==> src/rtl/pspi_tx_frame_if.sv <==
// Bus between the PSPI transmit framer, its requester and the SCLK generator/slave side.
interface pspi_tx_frame_if;
  logic       start;
  logic [7:0] tx_data;
  logic       sclk;
  logic       select;
  logic       miso;
  logic       run;
  logic       mosi;
  logic       error_control;
  logic       busy;
  logic       done;
  logic       fail;
  logic [1:0] tries;

  modport master (
    output start, tx_data, sclk, select, miso,
    input  run, mosi, error_control, busy, done, fail, tries
  );

  modport slave (
    input  start, tx_data, sclk, select, miso,
    output run, mosi, error_control, busy, done, fail, tries
  );
endinterface

==> src/rtl/pspi_tx_frame.sv <==
// PSPI transmit framer: byte + parity + ACK slot, with NACK-driven retransmit.
// Define PSPI_ODD_PARITY_EN for odd parity; even parity otherwise.
module pspi_tx_frame #(
  parameter int MAX_FRAMES = 4
) (
  input logic             clk_in,
  input logic             rst,
  pspi_tx_frame_if.slave  bus
);

  typedef enum logic [2:0] {
    SYNC,
    IDLE,
    LAUNCH,
    WAIT_SEL,
    SHIFT,
    RESOLVE
  } state_t;

  localparam logic [1:0] LAST_TRY = 2'(MAX_FRAMES - 1);

  state_t     state;
  logic       sclk_q;
  logic       select_q;
  logic [7:0] data_q;
  logic       parity_q;
  logic [3:0] rise_cnt;
  logic       parity_next;
  logic       slot_bit;
  logic       sclk_rise;
  logic       sclk_fall;
  logic       select_rise;

`ifdef PSPI_ODD_PARITY_EN
  assign parity_next = ~^bus.tx_data;
`else
  assign parity_next = ^bus.tx_data;
`endif

  assign sclk_rise   = bus.sclk & ~sclk_q;
  assign sclk_fall   = ~bus.sclk & sclk_q;
  assign select_rise = bus.select & ~select_q;

  // After rise k the counter holds k, so the next fall launches slot k.
  always_comb begin
    slot_bit = 1'b0;
    if (rise_cnt < 4'd8)
      slot_bit = data_q[~rise_cnt[2:0]];
    else if (rise_cnt == 4'd8)
      slot_bit = parity_q;
  end

  always_ff @(posedge clk_in) begin
    if (rst) begin
      state             <= SYNC;
      sclk_q            <= 1'b0;
      select_q          <= 1'b1;
      data_q            <= 8'd0;
      parity_q          <= 1'b0;
      rise_cnt          <= 4'd0;
      bus.run           <= 1'b0;
      bus.mosi          <= 1'b0;
      bus.error_control <= 1'b0;
      bus.busy          <= 1'b0;
      bus.done          <= 1'b0;
      bus.fail          <= 1'b0;
      bus.tries         <= 2'd0;
    end else begin
      sclk_q   <= bus.sclk;
      select_q <= bus.select;
      bus.run  <= 1'b0;
      bus.done <= 1'b0;
      bus.fail <= 1'b0;
      case (state)
        SYNC: begin
          if (bus.select && !bus.sclk)
            state <= IDLE;
        end
        IDLE: begin
          if (bus.start) begin
            data_q            <= bus.tx_data;
            parity_q          <= parity_next;
            bus.tries         <= 2'd0;
            bus.error_control <= 1'b0;
            bus.busy          <= 1'b1;
            bus.run           <= 1'b1;
            bus.mosi          <= bus.tx_data[7];
            state             <= LAUNCH;
          end
        end
        LAUNCH: state <= WAIT_SEL;
        WAIT_SEL: begin
          if (!bus.select) begin
            rise_cnt <= 4'd0;
            state    <= SHIFT;
          end
        end
        SHIFT: begin
          // A select rise with rise_cnt at 0 is the inter-frame gap of a retry.
          if (select_rise && rise_cnt != 4'd0) begin
            bus.fail          <= 1'b1;
            bus.busy          <= 1'b0;
            bus.error_control <= 1'b0;
            state             <= IDLE;
          end else if (sclk_rise) begin
            if (rise_cnt < 4'd10)
              rise_cnt <= rise_cnt + 4'd1;
            if (rise_cnt == 4'd9)
              bus.error_control <= bus.miso;
          end else if (sclk_fall) begin
            if (rise_cnt == 4'd10)
              state <= RESOLVE;
            else if (rise_cnt != 4'd0)
              bus.mosi <= slot_bit;
          end
        end
        RESOLVE: begin
          if (!bus.error_control) begin
            bus.done <= 1'b1;
            bus.busy <= 1'b0;
            state    <= IDLE;
          end else if (bus.tries < LAST_TRY) begin
            bus.tries <= bus.tries + 2'd1;
            rise_cnt  <= 4'd0;
            bus.mosi  <= data_q[7];
            state     <= SHIFT;
          end else begin
            bus.fail          <= 1'b1;
            bus.busy          <= 1'b0;
            bus.error_control <= 1'b0;
            state             <= IDLE;
          end
        end
        default: state <= SYNC;
      endcase
    end
  end

endmodule

==> src/flat_wrapper.sv <==
// flat-port wrapper written by rule: the top's interface ports become plain ports
module pspi_tx_frame_flat 
#(
  parameter int MAX_FRAMES = 4
)
  (clk_in, rst, bus_start, bus_tx_data, bus_sclk, bus_select, bus_miso, bus_run, bus_mosi, bus_error_control, bus_busy, bus_done, bus_fail, bus_tries);
  pspi_tx_frame_if bus_i ();
  input logic clk_in;
  input logic rst;
  input wire logic [$bits(bus_i.start)-1:0] bus_start;
  input wire logic [$bits(bus_i.tx_data)-1:0] bus_tx_data;
  input wire logic [$bits(bus_i.sclk)-1:0] bus_sclk;
  input wire logic [$bits(bus_i.select)-1:0] bus_select;
  input wire logic [$bits(bus_i.miso)-1:0] bus_miso;
  output wire logic [$bits(bus_i.run)-1:0] bus_run;
  output wire logic [$bits(bus_i.mosi)-1:0] bus_mosi;
  output wire logic [$bits(bus_i.error_control)-1:0] bus_error_control;
  output wire logic [$bits(bus_i.busy)-1:0] bus_busy;
  output wire logic [$bits(bus_i.done)-1:0] bus_done;
  output wire logic [$bits(bus_i.fail)-1:0] bus_fail;
  output wire logic [$bits(bus_i.tries)-1:0] bus_tries;
  assign bus_i.start = bus_start;
  assign bus_i.tx_data = bus_tx_data;
  assign bus_i.sclk = bus_sclk;
  assign bus_i.select = bus_select;
  assign bus_i.miso = bus_miso;
  assign bus_run = bus_i.run;
  assign bus_mosi = bus_i.mosi;
  assign bus_error_control = bus_i.error_control;
  assign bus_busy = bus_i.busy;
  assign bus_done = bus_i.done;
  assign bus_fail = bus_i.fail;
  assign bus_tries = bus_i.tries;
  pspi_tx_frame #(.MAX_FRAMES(MAX_FRAMES)) u_core (.clk_in(clk_in), .rst(rst), .bus(bus_i));
endmodule
==> config.mk <==
export PLATFORM = sky130hd
export DESIGN_NAME = pspi_tx_frame_flat
export DESIGN_NICKNAME = d
export VERILOG_FILES = /design/src/rtl/pspi_tx_frame_if.sv /design/src/rtl/pspi_tx_frame.sv /design/src/flat_wrapper.sv
export SDC_FILE = /design/constraint.sdc
export NUM_CORES = 1
export LEC_CHECK = 0
export ABC_AREA = 1
export CORE_MARGIN = 2
export CORE_UTILIZATION = 40
export DETAILED_ROUTE_END_ITERATION = 8
export MAX_ROUTING_LAYER = met4
export PLACE_DENSITY = 0.57
export SLEW_MARGIN = 0
export SYNTH_ARGS = -nofsm -noshare
export SYNTH_HDL_FRONTEND = slang
export SYNTH_SLANG_ARGS = --single-unit
==> constraint.sdc <==
create_clock -name clk_in -period 2.5 [get_ports clk_in]
set_input_delay 0.375 -clock clk_in [delete_from_list [all_inputs] [get_ports clk_in]]
set_output_delay 0.375 -clock clk_in [all_outputs]
set_load 0.05 [all_outputs]
==> metrics <==
cts bufs inserted 3; initial antenna violation count 0; Clk network pwr share 0.357; P_sw ~260 uW; layout cells sized above 1 0.116; CP Buf/Inv Count 1; Critical Path RT around 2.1 ns; DRC Markers 0; Period minus WS final ~1.9 ns; Crit. path cell count 1; internal power ~720 uW; cts-stage hold buffer count 0; total gr overflow 0; Hold/Removal Path Class reg2reg; fin. max-slew vios 0; ant diodes 0; routability cong. around 0.89; number of synthesized register bits 26; clk buf depth 2; Post-Layout Cell Count ~300; status completed; slowest stage cell, crit path clkdlybuf4s50_1; final setup violation count 0; Post-synth ARST share 0; Placed Area 0.00183 mm2; Worst-path clk slew 0.09 ns; Max-slew headroom 0.662; Critical Path, Cell by Cell clkdlybuf4s50_1; core area around 0.0037 mm2; Gate Count Post-Synth between 200 and 250; most common cell in the netlist nor2_1; Crit Path Class reg2out; Setup TNS 0 ns; reg2reg setup slack 0.79 ns; aggregate routed wire length 3.48 mm; dpl cells between 200 and 300; Worst-Skew Late Latency between 0.2 and 0.3 ns; Final Total Pwr a little under 1000 uW; RSZ-0062 raised after global routing no; synth unique cells 33; Post-Syn Area per Cell slightly below 7 um2; max-cap viol count 0; fin area roughly 0.0019 mm2; final hold vios 0; switching fraction of total power 0.264; P&R area growth vs syn 21.1%; worst r2r dst u_core.bus.mosi; worst slew pin tran 0.505 ns; register area share after synthesis 0.331; Synth area leaders dfxtp_1, nor2_1, nand2_1; clock sinks 26; GRT Total Usage 0.183; Critical path origin u_core.bus.error_control; Synth top area share 0.331; FP Rows 22; Routed Antenna Nets 0; number of enable flip-flop cells after synthesis 0; CP top delay family buffers and inverters; NumNets Final 271; hpwl dp 2.66 mm; synth warn 0; Final period util 0.756; Post-synth top cells nor2_1, nand2_1, dfxtp_1, inv_1, o21ai_0; Avg WL per Cell between 10 and 15 um; 1st-iter DRT viols 66; Post-synth top flop dfxtp_1; crit path launch type register; clock tree root driver cell clkbuf_8; PortBufs 21; worst r2r src u_core.rise_cnt[0]; max incr delay on CP ~0.83 ns; crit end category output port; Vias 1433; Syn Nets approximately 250; Combinational Power Share 0.185; clock skew 0.00248 ns; Flop pwr share 0.459; Critical Path Fanout Max 5; # Post-CTS Setup Buffers 0; maximum VDD drop between 200 and 300 uV; largest net degree at the start of global routing 16; Die Span Y roughly 67 um; Worst setup endpoint bus_error_control; DIE AREA around 0.0044 mm2; CTS tree done; Vias/cell around 4.8; Initial Util 0.423; Pleak 0.000781 uW; 1st-pass router iterations 4; vias in the first global route between 1000 and 1500; PostCTS Resize Cnt 0; PwrDens between 500 and 600 mW/mm2; first-pass GRT wire length roughly 6.1 mm; Die X-Extent around 67 um; R2R depth 10; htree depth 1; I/O Pins 22; crit path DAT ~1.5 ns; cell taking the most area after synthesis dfxtp_1; cell area after synthesis between 0.0015 and 0.002 mm2; Fmax about 0.53 GHz
[metal layers]
layer,global-route usage,share of wire,vias up
li1,-,-,769
met1,0.219,0.48,640
met2,0.315,0.49,20
met3,0.0253,0.023,4
met4,0.0612,0.014,0
met5,-,0,-
[worst min-delay path, delay by kind of cell, from the launching register on]
| family | cells | cell delay [ns] |
|---|---|---|
| buffers and inverters | 1 | 0.06 |
| flip-flops | 1 | 0.31 |
| AO/OA/AOI/OAI | 1 | 0.06 |
[how the worst min path moves through the flow]
| stage | from | endpoint | slack, ns | depth (start not counted) |
|---|---|---|---|---|
| 4_1_cts | u_core.data_q[0] | u_core.data_q[0] | 0.47 | 2 |
| 2_1_floorplan | u_core.data_q[0] | u_core.data_q[0] | 0.43 | 2 |
| 3_3_place_gp | u_core.data_q[0] | u_core.data_q[0] | 0.45 | 2 |
| 6_report | u_core.data_q[0] | u_core.data_q[0] | 0.46 | 2 |
| 3_5_place_dp | u_core.data_q[0] | u_core.data_q[0] | 0.45 | 2 |
| 5_1_grt | u_core.data_q[0] | u_core.data_q[0] | 0.49 | 2 |
[cell usage in the layout (no fill, tap or decap), types with 2 or more instances in the layout]
master            n
nor2_1           49
nand2_1          45
dfxtp_1          26
clkdlybuf4s50_1  21
inv_1            18
o21ai_0          15
nand3_1          14
a21oi_1          10
nand2_2           6
xnor2_1           6
ha_1              5
nor2_4            4
inv_2             3
nand4_1           3
clkbuf_8          3
nor2_2            2
nor3_1            2
nand2b_1          2
buf_4             2
[cells by family (layout without fill, tap and decap cells)]
logic type	after synthesis	after routing	synth area share
AND/OR/NAND/NOR	134	134	0.409
AO/OA/AOI/OAI	31	31	0.115
flip-flops	26	26	0.331
buffers and inverters	25	48	0.0660
XOR/XNOR	7	7	0.0390
adder cells (fa/ha/maj)	5	5	0.0398
[state kept, by name, indices dropped and copies added, names as in the netlist]
signal                    cells
u_core.bus.busy               1
u_core.bus.run                1
u_core.sclk_q                 1
u_core.data_q                 8
u_core.bus.tries              2
u_core.select_q               1
u_core.rise_cnt               4
u_core.bus.fail               1
u_core.state                  3
u_core.bus.mosi               1
u_core.bus.done               1
u_core.parity_q               1
u_core.bus.error_control      1
[per-stage QoR]
stage                     hold WS, ns  setup WS [ns]   util
after floorplan                 0.429          0.949      -
after global placement          0.447          0.704  0.493
after detailed placement        0.452          0.648  0.493
after CTS                       0.467          0.584  0.512
after global routing            0.487          0.549  0.512
final                           0.464          0.609  0.512
[area by class of cell]
type | count | area, um2
fillers | 409 | 1810
well taps | 48 | 60.1
flip-flops and latches | 26 | 520
clock buffers | 3 | 41.3
multi-input cells | 177 | 948
clock inverters | 1 | 30.0
inverters | 21 | 78.8
repair buffers | 23 | 225
[power by group through the flow]
stage          Combinational [uW]  Clock (uW)  Sequential, uW
6_report                      182         352             452
5_1_grt                       205         378             455
4_1_cts                       184         360             452
3_5_place_dp                  183           0             462
3_3_place_gp                  183           0             462
2_1_floorplan                 108           0             479
Power figures use the tool's default switching activity.
